**config.mk**
```make
export PLATFORM = sky130hd
export DESIGN_NAME = seq_divider
export DESIGN_NICKNAME = d
export VERILOG_FILES = /design/src/rtl/div_pkg.sv /design/src/rtl/div_step.sv /design/src/rtl/seq_divider.sv
export SDC_FILE = /design/constraint.sdc
export NUM_CORES = 1
export LEC_CHECK = 0
export ABC_AREA = 1
export CAP_MARGIN = 15
export CORE_MARGIN = 2
export CORE_UTILIZATION = 54
export DETAILED_ROUTE_END_ITERATION = 10
export PLACE_DENSITY = 0.81
export SKIP_CTS_REPAIR_TIMING = 1
export SLEW_MARGIN = 10
export SYNTH_ARGS = -nofsm -noshare
export SYNTH_HDL_FRONTEND = slang
export SYNTH_SLANG_ARGS = --single-unit
```
**constraint.sdc**
```tcl
create_clock -name clk -period 2.32 [get_ports clk]
set_input_delay 0.464 -clock clk [delete_from_list [all_inputs] [get_ports clk]]
set_output_delay 0.464 -clock clk [all_outputs]
set_load 0.01 [all_outputs]
```
**src/rtl/div_pkg.sv**
```systemverilog
// ==== div_pkg : shared types and constants for the sequential divider ==== //
// ==== rev 1.0                                                         ==== //
`default_nettype none

package div_pkg;

  localparam int NUM_W_DEF = 31;
  localparam int DEN_W_DEF = 12;

  typedef enum logic [1:0] {
    ST_IDLE = 2'd0,
    ST_RUN  = 2'd1,
    ST_DONE = 2'd2
  } state_t;

  // Width needed to hold the values 0 .. value-1, never less than one bit.
  function automatic int clog2(input int value);
    int w;
    w = 0;
    while ((1 << w) < value) w++;
    return (w < 1) ? 1 : w;
  endfunction

endpackage

`default_nettype wire

```
**src/rtl/div_step.sv**
```systemverilog
// ==== div_step : one restoring-division iteration (compare, subtract, shift) ==== //
// ==== rev 1.0                                                                ==== //
`default_nettype none

module div_step
  import div_pkg::*;
#(
  parameter int DEN_W = DEN_W_DEF
) (
  input  logic [DEN_W-1:0] rem_acc,
  input  logic             msb,
  input  logic [DEN_W-1:0] den,
  output logic [DEN_W-1:0] rem_nxt,
  output logic             q_bit
);

  logic [DEN_W:0]   r;
  logic [DEN_W-1:0] diff;

  // When r >= den, r - den < den, so the low DEN_W bits hold the exact difference.
  always_comb begin
    r       = {rem_acc, msb};
    diff    = r[DEN_W-1:0] - den;
    q_bit   = (r >= {1'b0, den});
    rem_nxt = q_bit ? diff : r[DEN_W-1:0];
  end

endmodule

`default_nettype wire

```
**src/rtl/seq_divider.sv**
```systemverilog
// ==== seq_divider : unsigned restoring divider, one quotient bit per enabled clock ==== //
// ==== rev 1.0                                                                      ==== //
`default_nettype none

module seq_divider
  import div_pkg::*;
#(
  parameter int NUM_W = NUM_W_DEF,
  parameter int DEN_W = DEN_W_DEF
) (
  input  logic             clk,
  input  logic             rst_n,
  input  logic             ce,
  input  logic             start,
  input  logic [NUM_W-1:0] num,
  input  logic [DEN_W-1:0] den,
  output logic             busy,
  output logic             done,
  output logic [NUM_W-1:0] quo,
  output logic [DEN_W-1:0] rem,
  output logic             div_by_zero
);

  localparam int               CNT_W    = clog2(NUM_W);
  localparam logic [CNT_W-1:0] CNT_LAST = CNT_W'(NUM_W - 1);

  state_t           state_q, state_d;
  logic [CNT_W-1:0] cnt_q, cnt_d;
  logic [NUM_W-1:0] quo_acc_q, quo_acc_d;
  logic [DEN_W-1:0] rem_acc_q, rem_acc_d;
  logic [DEN_W-1:0] den_q, den_d;
  logic [NUM_W-1:0] quo_q, quo_d;
  logic [DEN_W-1:0] rem_q, rem_d;
  logic             busy_q, busy_d;
  logic             done_q, done_d;
  logic             dbz_q, dbz_d;

  logic [DEN_W-1:0] step_rem;
  logic             step_bit;
  logic [NUM_W-1:0] quo_shift;

  div_step #(
    .DEN_W (DEN_W)
  ) u_step (
    .rem_acc (rem_acc_q),
    .msb     (quo_acc_q[NUM_W-1]),
    .den     (den_q),
    .rem_nxt (step_rem),
    .q_bit   (step_bit)
  );

  // The dividend register doubles as the quotient: bits leave at the top, results enter at the bottom.
  assign quo_shift = {quo_acc_q[NUM_W-2:0], step_bit};

  always_comb begin
    state_d   = state_q;
    cnt_d     = cnt_q;
    quo_acc_d = quo_acc_q;
    rem_acc_d = rem_acc_q;
    den_d     = den_q;
    quo_d     = quo_q;
    rem_d     = rem_q;
    busy_d    = busy_q;
    dbz_d     = dbz_q;
    done_d    = 1'b0;

    case (state_q)
      ST_IDLE, ST_DONE: begin
        state_d = ST_IDLE;
        busy_d  = 1'b0;
        if (start) begin
          if (den == '0) begin
            state_d = ST_DONE;
            done_d  = 1'b1;
            quo_d   = '1;
            rem_d   = '0;
            dbz_d   = 1'b1;
          end else begin
            state_d   = ST_RUN;
            busy_d    = 1'b1;
            den_d     = den;
            quo_acc_d = num;
            rem_acc_d = '0;
            cnt_d     = CNT_LAST;
          end
        end
      end

      ST_RUN: begin
        rem_acc_d = step_rem;
        quo_acc_d = quo_shift;
        if (cnt_q == '0) begin
          state_d = ST_DONE;
          busy_d  = 1'b0;
          done_d  = 1'b1;
          quo_d   = quo_shift;
          rem_d   = step_rem;
          dbz_d   = 1'b0;
        end else begin
          cnt_d = cnt_q - 1'b1;
        end
      end

      default: begin
        state_d = ST_IDLE;
        busy_d  = 1'b0;
      end
    endcase
  end

  always_ff @(posedge clk or negedge rst_n) begin
    if (!rst_n) begin
      state_q   <= ST_IDLE;
      cnt_q     <= '0;
      quo_acc_q <= '0;
      rem_acc_q <= '0;
      den_q     <= '0;
      quo_q     <= '0;
      rem_q     <= '0;
      busy_q    <= 1'b0;
      done_q    <= 1'b0;
      dbz_q     <= 1'b0;
    end else if (ce) begin
      state_q   <= state_d;
      cnt_q     <= cnt_d;
      quo_acc_q <= quo_acc_d;
      rem_acc_q <= rem_acc_d;
      den_q     <= den_d;
      quo_q     <= quo_d;
      rem_q     <= rem_d;
      busy_q    <= busy_d;
      done_q    <= done_d;
      dbz_q     <= dbz_d;
    end
  end

  assign busy        = busy_q;
  assign done        = done_q;
  assign quo         = quo_q;
  assign rem         = rem_q;
  assign div_by_zero = dbz_q;

endmodule

`default_nettype wire

```
==> results of run 1 <==
power by group through the flow:
stage          logic (mW)  clock network [mW]  registers [mW]
3_3_place_gp         5.87                   0            3.27
4_1_cts              6.05                1.26            3.26
2_1_floorplan        4.04                   0            3.33
3_5_place_dp         6.01                   0            3.27
6_report             6.08                1.24            3.26
5_1_grt              6.79                1.34            3.36
flip-flops by register name (all words and copies together) (netlist names):
name and flops:
quo 31, quo_acc_q 31, den_q 12, rem 12, rem_acc_q 12, cnt_q 5, state_q 2, div_by_zero 1
done 1
cell families after synthesis:
logic type / after synthesis / share of synthesized area (%)
simple gates: 347 / 26.4
buf+inv: 132 / 10.2
flops: 107 / 47.8
compound gates: 100 / 11.1
fa+ha+maj: 15 / 3.49
xor+xnor: 7 / 1.09
how the worst min path moves through the flow:
| stage | to |
|---|---|
| final | rem_acc_q[0] |
| after global routing | rem_acc_q[0] |
| after CTS | rem_acc_q[7] |
| after detailed placement | rem_acc_q[11] |
| after global placement | rem_acc_q[11] |
| after floorplan | cnt_q[0] |
cell usage in the layout (no fill, tap or decap), drive strengths merged, types with 14 or more instances in the layout:
master and count:
nor2 21, nand2 269, clkdlybuf4s50 91, o211ai 30
o21ai 63, inv 102, nand3 42, dfrtp 107
buf 17, ha 14
layout make-up:
class	instances	area share, %
flip-flops and latches	107	38.8
clock inverters	7	1.39
clock buffers	9	1.79
multi-input cells	469	34.2
inverters	100	5.43
repair buffers	108	15.9
well taps	136	2.46
metrics by stage:
step	power, mW	util, %	cell area (um^2)	cells	hold slack [ns]
after global routing	11.5	67.8	6910	936	0.0653
after global placement	9.14	65.6	6680	920	0.466
after CTS	10.6	67.7	6900	936	0.0488
final	10.6	67.8	6910	936	0.0421
after detailed placement	9.29	65.6	6680	920	0.467
after floorplan	7.37	-	5600	708	0.168
routing by layer:
metal	track usage [%]	vias up	routed length [um]
met5	0	-	0
met4	10.2	0	388
met3	5.01	27	615
met2	40.0	134	6230
met1	31.3	2278	5670
li1	-	2400	-
worst reg2reg max path, cell delays in order, from the launching register on:
cell and delay (ns):
sky130_fd_sc_hd__dfrtp_1 0.43, sky130_fd_sc_hd__ha_1 0.39, sky130_fd_sc_hd__nand2_2 0.13, sky130_fd_sc_hd__inv_1 0.04
sky130_fd_sc_hd__nand2_1 0.06, sky130_fd_sc_hd__nand2_1 0.11, sky130_fd_sc_hd__a21oi_4 0.19, sky130_fd_sc_hd__nand3_4 0.18
sky130_fd_sc_hd__buf_4 0.21, sky130_fd_sc_hd__o21ai_2 0.16, sky130_fd_sc_hd__nand3_1 0.10, sky130_fd_sc_hd__nand2_1 0.08
==> flow_results.org, run 1 <==
** Clock tree
- Clock-pin slew was measured on the worst setup and hold paths at 0.12 ns.
- Counting along the longest clock path gives a buffer depth of 2.
- At the later pin of the worst-skew pair, clock insertion delay measures 0.39 ns.
- TritonCTS clock tree :: built
- Root buffer cell :: sky130_fd_sc_hd__clkbuf_8
- H-tree depth :: 3
- Total CTS buffers :: 9
- Clock net sink count :: 107

** Yosys
- Share of Yosys cell area claimed by the top area cell type :: 47.8%
- Count leader, synth :: sky130_fd_sc_hd__nand2_1
- Async set-reset flop share out of synthesis :: 100%
- Counting flops with a built-in enable in the synthesized netlist gives 0.
- After synthesis, the netlist uses 35 different library cells.
- The cell count after synthesis came out at 708.
- A synthesized cell averages 7.91 um^2.
- By count the netlist is led by sky130_fd_sc_hd__nand2_1, sky130_fd_sc_hd__dfrtp_1, sky130_fd_sc_hd__inv_1.
- Sequential elements use 47.8% of the synthesized area.
- The number of nets handed over by synthesis was 770.
- The biggest area contributor in the post-synthesis netlist is sky130_fd_sc_hd__dfrtp_1.
- The synthesized netlist occupies a cell area of 5600 um^2.
- Synth Warn # :: 0
- Ranked by total cell area, the synthesized netlist is headed by sky130_fd_sc_hd__dfrtp_1, sky130_fd_sc_hd__nand2_1, sky130_fd_sc_hd__inv_1.
- Yosys reg bits :: 107
- Flip-flop cell with the highest count after synthesis :: sky130_fd_sc_hd__dfrtp_1

** Route
- In this run the remaining antenna-violating nets after routing total 0.
- In the routed design, unresolved DRC markers number 0.
- Before antenna repair, the detailed router went through 5 iterations.
- Average wire per cell in the routed design :: 13.8 um
- After detailed routing, the total wire length is 12.9 mm.
- The detailed router finished its first iteration with 238 violations.
- The routed layout has 4839 vias.
- Vias per cell :: 5.17

** Hold path
- Path type of the worst min-delay path :: in -> async

** Critical path
- Slowest cell on the critical path :: sky130_fd_sc_hd__dfrtp_1
- The most numerous cell type found on the critical path is sky130_fd_sc_hd__nand2_1.
- CP Class :: reg -> reg
- Grouping stages by cell kind, the critical path spends the most delay in simple AND/OR/NAND/NOR gates.
- In this run the critical register-to-register path is launched from rem_acc_q[6].
- Critical path startpoint category :: flop
- In this run the critical register-to-register path is captured at rem_acc_q[7].
- In this run the number of cells on the critical path is 11.
- Critical path buffers and inverters :: 2
- Following the worst setup path forward leads to its endpoint at rem_acc_q[7].
- Of all nets on the critical path, the largest fanout is 10.
- STA puts the critical path data required time at 2.65 ns.
- Cells on worst reg2reg path :: 11
- Tracing the worst setup path back leads to its startpoint at rem_acc_q[6].
- Reg2Reg Setup Slack :: 0.19 ns
- STA classifies the critical path endpoint as a flop.
- Arr. time, crit path :: 2.45 ns
- Walking the worst path, the cells encountered are ha_1 > nand2_2 > inv_1 > nand2_1 > nand2_1 > a21oi_4 > nand3_4 > buf_4 > o21ai_2 > nand3_1 > nand2_1.
- Crit path largest cell delay :: 0.43 ns

** Run
- Max Cap Violations :: 0

** Placed design
- Worst slack after detailed placement :: 0.136 ns
- Routability congestion estimate from global placement :: 0.882
- Final HPWL from detailed placement :: 9.29 mm
- Input and output buffers added on the ports amount to 92.

** Power
- Part of the total power dissipated in combinational logic :: 57.5%
- The internal portion of the total power is 5.73 mW.
- Summed over all cells, the static leakage comes to 3.51 nW.
- Fraction of power consumed by the clock network :: 11.7%
- Switching share of power :: 45.9%
- Power dissipated by switching net loads :: 4.86 mW
- In this run, flip-flops and latches consume 30.8% of the power.
- Power per cell area :: 1530 nW/um^2
- VDD IR max :: 707 uV

** Cells and area
- Area growth from synthesis to layout :: 23.4%
- Area taken by multi-input logic gates :: 2360 um^2
- Total inserted antenna cells :: 0
- After filler insertion, the fill cell instance count of the layout stands at 881.
- Net total in the final layout :: 857
- FF+latch area :: 2680 um^2
- In the final layout, the share of cells above drive strength 1 is 9.00%.

** Global route
- Via count of the first global-routing pass :: 4693
- Global routing used 24.3% of the available tracks.
- Global route total overflow :: 0
- The initial antenna violation count is 0.
- Largest net degree at the start of global routing :: 62
- The first global-routing pass estimated 21.8 mm of wire.

** Floorplan
- For this configuration, the core starts out at a cell density of 55.0%.
- The die is 106 um wide.
- The floorplan has 37 rows.
- I/O pin count :: 93
- The core region is 10200 um^2.
- Vertical die dimension :: 106 um
- Die area :: 11200 um^2

** Timing
- The routed design could run at a clock period as short as 2.13 ns.
- Number of failing hold endpoints at the final stage :: 0
- Setup repair after global routing left no endpoint under its margin.
- Relative max-transition margin :: 65.9%
- Final clock skew :: 0.0158 ns
- After layout, the worst setup slack is 0.195 ns.
- In the final timing run, aggregate negative setup slack is 0 ns.
- For the pin with the worst max-slew slack, the measured transition is 0.511 ns.
- Highest achievable clock rate :: 0.470 GHz
- The final number of max-transition violations came to 0.
- Dividing the final minimum period by the clock period gives 91.6%.
- Setup violations remaining at the end of the flow were counted as 0.

** Run status
- The run finished with clean final reports.
(Power assumes the default switching activity.)
==> run 2, diff against run 1 <==
Settings changed: MAX_ROUTING_LAYER from default to met4.
==> flow_results.org, run 2 (same netlist as run 1, synthesis figures left out) <==
** Placed design
- The total placed cells including tap cells is 918 (-0.22%).
- The placer congestion estimate was 0.915 (+3.7%).
- Number of buffer cells added on primary ports :: 92 (unchanged)
- Final HPWL from detailed placement :: 9.29 mm (about the same)

** Route
- The number of DRC violations after detailed routing is 0 (unchanged).
- The detailed router's first-iteration violation count is 282 (+18%).
- The average wire per standard cell came to 13.6 um (-1.2%).
- Vias per cell :: 5.16 (about the same)
- The remaining number of nets flagged by the antenna check after routing was 0 (unchanged).
- The final wirelength came to 12.7 mm (-1.4%).
- The first-pass iteration count of the detailed router is 4 (-1).
- The via count came to 4824 (-0.31%).

** Floorplan
- Count of standard-cell rows :: 37 (unchanged)
- The height of the chip is 106 um (unchanged).
- The die area is 11200 um^2 (unchanged).
- The number of top-level design ports was 93 (unchanged).
- Core outline area :: 10200 um^2 (unchanged)
- The die span in x was 106 um (unchanged).
- The starting density of the core was 55.0% (unchanged).

** Cells and area
- The number of standard cells in the final layout excluding fillers came to 934 (-0.21%).
- The antenna diode count came to 0 (unchanged).
- The number of nets in the finished design came to 855 (-0.23%).
- The core utilization of the finished layout was 67.2% (-0.60 points).
- Leaving out fill and tap cells, the most frequent cell in the layout is sky130_fd_sc_hd__nand2_1.
- Area growth from synthesis to layout :: 22.3%
- Top library cells by usage in the layout, fill and taps aside :: sky130_fd_sc_hd__nand2_1, sky130_fd_sc_hd__dfrtp_1, sky130_fd_sc_hd__inv_1
- Proportion of layout cells with a drive suffix above 1 :: 8.52% (-0.48 points)

** Global route
- Global Route Usage Sum :: 25.4% (+1.0 points)
- The total grt overflow is 0 (unchanged).
- Wire length of the first global-routing pass :: 22.1 mm (+1.4%)
- The met1 capacity usage during global routing is 32.5% (+1.1 points).
- The global routing usage on met2 is 41.8% (+1.7 points).
- The via count of the first global-routing pass was 4765 (+1.5%).
- The layer flagged by global routing as most heavily used is met2.
- The maximum number of pins on one net before global-route repair is 108 (+74%).
- Initial antenna violation count :: 0 (unchanged)
- The met3 routing resource usage after global routing was 4.08% (-0.93 points).

** Timing
- The final number of setup-violating endpoints was 0 (unchanged).
- Final clock skew :: 0.0172 ns (+0.00147 ns)
- The final number of max-transition violations came to 0 (unchanged).
- Setup repair after global routing left no endpoint under its margin.
- The measured slew at the worst slew-check pin came to 0.611 ns (+0.100 ns).
- The maximum achievable frequency is 0.465 GHz (-1.2%).
- The number of hold violations in the final report is 0 (unchanged).
- Final critical path time including I/O delays and setup :: 2.15 ns (+0.0249 ns)
- Relative max-transition margin :: 59.3% (-6.7 points)
- The final setup TNS is 0 ns (unchanged).
- Part of the cycle the worst path needs :: 92.7% (+1.1 points)

** Critical path
- The required arrival time at the worst endpoint is 2.60 ns (-0.05 ns).
- STA classifies the critical path startpoint as a flop.
- In this run the worst setup path begins at rem_acc_q[7].
- Cell chain of the critical path :: ha_1 > nand2_2 > inv_1 > nand2_1 > nand2_1 > a21oi_4 > nand3_4 > buf_4 > nand3_2 > nand2_1 > nand2_1 > nand2_1
- Among cell families on the critical path, the largest total delay comes from simple AND/OR/NAND/NOR gates.
- Kind of end point of the critical path :: flop
- The maximum single-stage delay on the critical path was 0.45 ns (+0.02 ns).
- Most frequent cell on the critical path :: sky130_fd_sc_hd__nand2_1
- Arr. time, crit path :: 2.43 ns (-0.02 ns)
- The buffer and inverter count on the worst path is 2 (unchanged).
- The largest fanout of any net on the critical path was 11 (+1).
- CP Class :: reg -> reg
- The slowest stage of the critical path belongs to the cell sky130_fd_sc_hd__dfrtp_1.
- Worst flop-to-flop path startpoint :: rem_acc_q[7]

** Power
- Static leakage :: 3.49 nW (-0.63%)
- Power per cell area :: 1510 nW/um^2 (-1.2%)
- VDD IR max :: 620 uV (-12%)

** Clock tree
- TritonCTS built the clock tree.
- Skew-Pair Late Insertion Delay :: 0.38 ns (about the same)
- Clock transition at the registers of the reported paths :: 0.11 ns (about the same)
- Total CTS buffers :: 9 (unchanged)
- H-tree depth :: 3 (unchanged)
- The buffer depth of the longest clock path came to 2 (unchanged).
- In this run the clock root is driven by a sky130_fd_sc_hd__clkbuf_8.
- The clock net sink count came to 107 (unchanged).

** Hold path
- Path type of the worst min-delay path :: in -> async

** Run status
- The flow ran to the end, and the final reports show no timing, DRC or antenna violations.

** Run
- The count of max-cap constraint violations is 0 (unchanged).
## run 2: final cells by class
type / instances / area [um^2]
fillers: 873 / 3340
inverters: 100 / 375
clock buffers: 9 / 124
well taps: 136 / 170
multi-input cells: 469 / 2350
flip-flops and latches: 107 / 2680
repair buffers: 106 / 1070
clock inverters: 7 / 72.6
## run 2: path summary, 6_finish.rpt
kind	to	slack, ns	cells after the start
max reg2reg	rem[10]	0.17	12
min reg2reg	rem[7]	0.49	2
max	rem[10]	0.17	12
min	den_q[6]	0.10	2
max in group asynchronous	quo[29]	1.72	2
min in group clk	rem[7]	0.49	2
## run 2: layer usage
| layer | share of wire [%] | wire [um] | up-vias |
|---|---|---|---|
| met2 | 49 | 6290 | 137 |
| met5 | 0 | 0 | - |
| li1 | - | - | 2403 |
| met3 | 4.5 | 578 | 20 |
| met4 | 2.1 | 273 | 0 |
| met1 | 44 | 5590 | 2264 |
## run 2: stage by stage
| stage | hold WS [ns] | instance area (um^2) | worst slack [ns] | power [mW] |
|---|---|---|---|---|
| after CTS | 0.176 | 6850 | 0.137 | 10.4 |
| final | 0.102 | 6850 | 0.170 | 10.4 |
| after global placement | 0.462 | 6650 | 0.160 | 9.05 |
| after floorplan | 0.168 | 5600 | 0.530 | 7.37 |
| after detailed placement | 0.464 | 6650 | 0.136 | 9.23 |
| after global routing | 0.195 | 6850 | 0.00929 | 11.3 |
## run 2: worst reg2reg max path, delay by kind of cell, from the launching register on
family                     cells  cell delay [ns]
and+or+nand+nor                8             0.75
DFF                            1             0.45
adders and majority gates      1             0.39
buffers and inverters          2             0.27
AOI/OAI and AO/OA              1             0.19
## run 2: power by group
group	internal (mW)	switching [mW]
combinational	2.37	3.59
sequential	2.75	0.492
clock	0.430	0.725
total	5.56	4.81
==> run 3, diff against run 2 <==
Settings changed: CORE_MARGIN 2 to default, HOLD_SLACK_MARGIN from default to 0.12.
==> flow_results.org, run 3 (same netlist as run 1, synthesis figures left out) <==
** Timing
- The post-layout worst setup margin was 0.233 ns (+0.0639 ns).
- Number of failing hold endpoints at the final stage :: 0 (unchanged)
- Setup repair after global routing missed its margin :: no
- Part of the cycle the worst path needs :: 89.9% (-2.8 points)
- Highest achievable clock rate :: 0.479 GHz (+3.1%)
- Final max-slew violation count :: 0 (unchanged)
- The worst slew slack as a fraction of its limit was 70.8% (+12 points).
- The final clock skew is 0.0112 ns (-0.00604 ns).
- The measured slew at the worst slew-check pin came to 0.438 ns (-0.173 ns).
- The final worst hold slack was 0.487 ns (+0.385 ns).
- Number of failing setup endpoints in the final timing report :: 0 (unchanged)
- Final critical path time including I/O delays and setup :: 2.09 ns (-0.0639 ns)
- The final setup TNS came to 0 ns (unchanged).

** Run status
- Status :: completed

** Cells and area
- Proportion of layout cells with a drive suffix above 1 :: 7.89% (-0.63 points)
- Top library cells by usage in the layout, fill and taps aside :: sky130_fd_sc_hd__nand2_1, sky130_fd_sc_hd__dfrtp_1, sky130_fd_sc_hd__inv_1
- Net total in the final layout :: 855 (unchanged)
- Total inserted antenna cells :: 0 (unchanged)
- The library cell used most frequently in the layout, excluding fill and tap cells, is sky130_fd_sc_hd__nand2_1.
- Total of fill cells in the finished design :: 839 (-3.9%)
- The area growth from synthesis to layout came to 22.2% (about the same).
- The area of all sequential standard cells was 2680 um^2 (unchanged).
- Area taken by multi-input logic gates :: 2350 um^2 (-0.11%)
- Final Util :: 69.1% (+1.8 points)
- The design area was 6840 um^2 (about the same).

** Floorplan
- Effective utilization at floorplan :: 56.5% (+1.5 points)
- Count of standard-cell rows :: 36 (-2.7%)
- The height of the chip is 104 um (-1.9%).
- Die width :: 104 um (-1.9%)
- The die area is 10800 um^2 (-3.7%).
- I/O pin count :: 93 (unchanged)
- The area inside the core boundary was 9910 um^2 (-2.7%).

** Critical path
- Arr. time, crit path :: 2.41 ns (-0.02 ns)
- Critical path startpoint category :: flop
- The register-to-register path setup slack is 0.23 ns (+0.06 ns).
- The required arrival time at the worst endpoint came to 2.64 ns (+0.04 ns).
- The largest fanout of any net on the critical path came to 3 (-8).
- Kind of end point of the critical path :: flop
- By startpoint and endpoint, the worst setup path is classified as reg -> reg.

** Global route
- The maximum number of pins on one net before global-route repair came to 76 (-30%).
- The via count of the first global-routing pass is 4783 (+0.38%).
- Wire length of the first global-routing pass :: 21.8 mm (-1.1%)
- Global route total overflow :: 0 (unchanged)
- The aggregate global-route resource usage came to 25.8% (+0.42 points).
- The initial antenna violation count was 0 (unchanged).

** Route
- Average wire per cell in the routed design :: 13.8 um (+1.1%)
- The first-pass iteration count of the detailed router was 4 (unchanged).
- Via count :: 4814 (-0.21%)
- The final wirelength came to 12.8 mm (+0.75%).
- The remaining number of nets flagged by the antenna check after routing was 0 (unchanged).
- Iteration-0 DRC count of the detailed router :: 149 (-47%)
- The number of DRC violations after detailed routing was 0 (unchanged).
- The detail-routed via count per cell was 5.17 (+0.11%).

** Power
- The maximum vdd ir drop came to 701 uV (+13%).
- Power per cell area :: 1520 nW/um^2 (+0.16%)
- Static leakage :: 3.49 nW (about the same)

** Run
- The count of max-cap constraint violations is 0 (unchanged).

** Placed design
- Placed cell area :: 6640 um^2 (-0.17%)
- Routability congestion estimate from global placement :: 0.884 (-3.3%)
- Final HPWL from detailed placement :: 9.27 mm (-0.18%)
- The total of buffers placed on input and output ports is 92 (unchanged).
- The worst-case setup slack after placement is 0.182 ns (+0.0467 ns).

** Clock tree
- H-tree depth :: 3 (unchanged)
- TritonCTS clock tree :: built
- The clock net sink count came to 107 (unchanged).
- Total CTS buffers :: 9 (unchanged)
- The buffer depth of the longest clock path came to 2 (unchanged).
- The insertion delay to the later sink of the worst-skew pair was 0.38 ns (about the same).
- The clock transition at the register clock pins on the worst setup and hold paths after CTS came to 0.10 ns (about the same).
- Root buffer cell :: sky130_fd_sc_hd__clkbuf_8

** Hold path
- The worst hold path belongs to the class reg -> reg.
==> run 3: cell count changes in the layout (fill, tap and decap cells not counted), sizes merged <==
cell / change
clkbuf: +4
inv: -4
buf: -1
bufinv: +1
clkinvlp: -1
dlygate4sd3: +1
==> run 3: worst max-delay path: stages (launching register included) <==
cell                      delay [ns]
sky130_fd_sc_hd__dfrtp_1        0.40
sky130_fd_sc_hd__ha_1           0.23
sky130_fd_sc_hd__fa_1           0.41
sky130_fd_sc_hd__inv_1          0.10
sky130_fd_sc_hd__nand3_1        0.07
sky130_fd_sc_hd__nand3_1        0.14
sky130_fd_sc_hd__nand2_1        0.09
sky130_fd_sc_hd__nand2_1        0.07
sky130_fd_sc_hd__xor2_1         0.19
sky130_fd_sc_hd__nand2_1        0.07
sky130_fd_sc_hd__nand2_1        0.11
sky130_fd_sc_hd__nand3_1        0.08
sky130_fd_sc_hd__nand2_1        0.07
==> run 3: cell type report <==
class,count,area share (%)
tap,133,2.43
inverter,100,5.49
clock buffer,13,2.18
timing repair buffer,106,15.7
clock inverter,3,0.677
multi-input combinational,469,34.4
sequential,107,39.1
==> run 3: worst paths after layout <==
kind / start / to / depth (start not counted)
hold reg to reg: quo[29] / quo[29] / 2
max in group asynchronous: rst_n / rem_acc_q[10] / 3
hold / removal: quo[29] / quo[29] / 2
setup reg to reg: den_q[0] / rem[6] / 12
min in group asynchronous: rst_n / rem_acc_q[5] / 2
setup / recovery: den_q[0] / rem[6] / 12
==> run 3: power breakdown <==
part,internal [mW],switching [mW]
clock,0.537,0.634
combinational,2.35,3.62
sequential,2.75,0.474
total,5.64,4.73
==> run 3: metrics by stage <==
step	power, mW	std cells
5_1_grt	11.3	931
6_report	10.4	931
3_3_place_gp	9.03	914
4_1_cts	10.4	930
3_5_place_dp	9.21	914
2_1_floorplan	7.37	708
==> run 3: layer usage <==
layer	routed length, um	global-route usage [%]	share of wire [%]	vias up
met5	0	-	0	-
met4	150	8.06	1.2	0
met3	484	3.08	3.8	15
met2	6390	44.0	50	98
met1	5800	32.2	45	2305
li1	-	-	-	2396
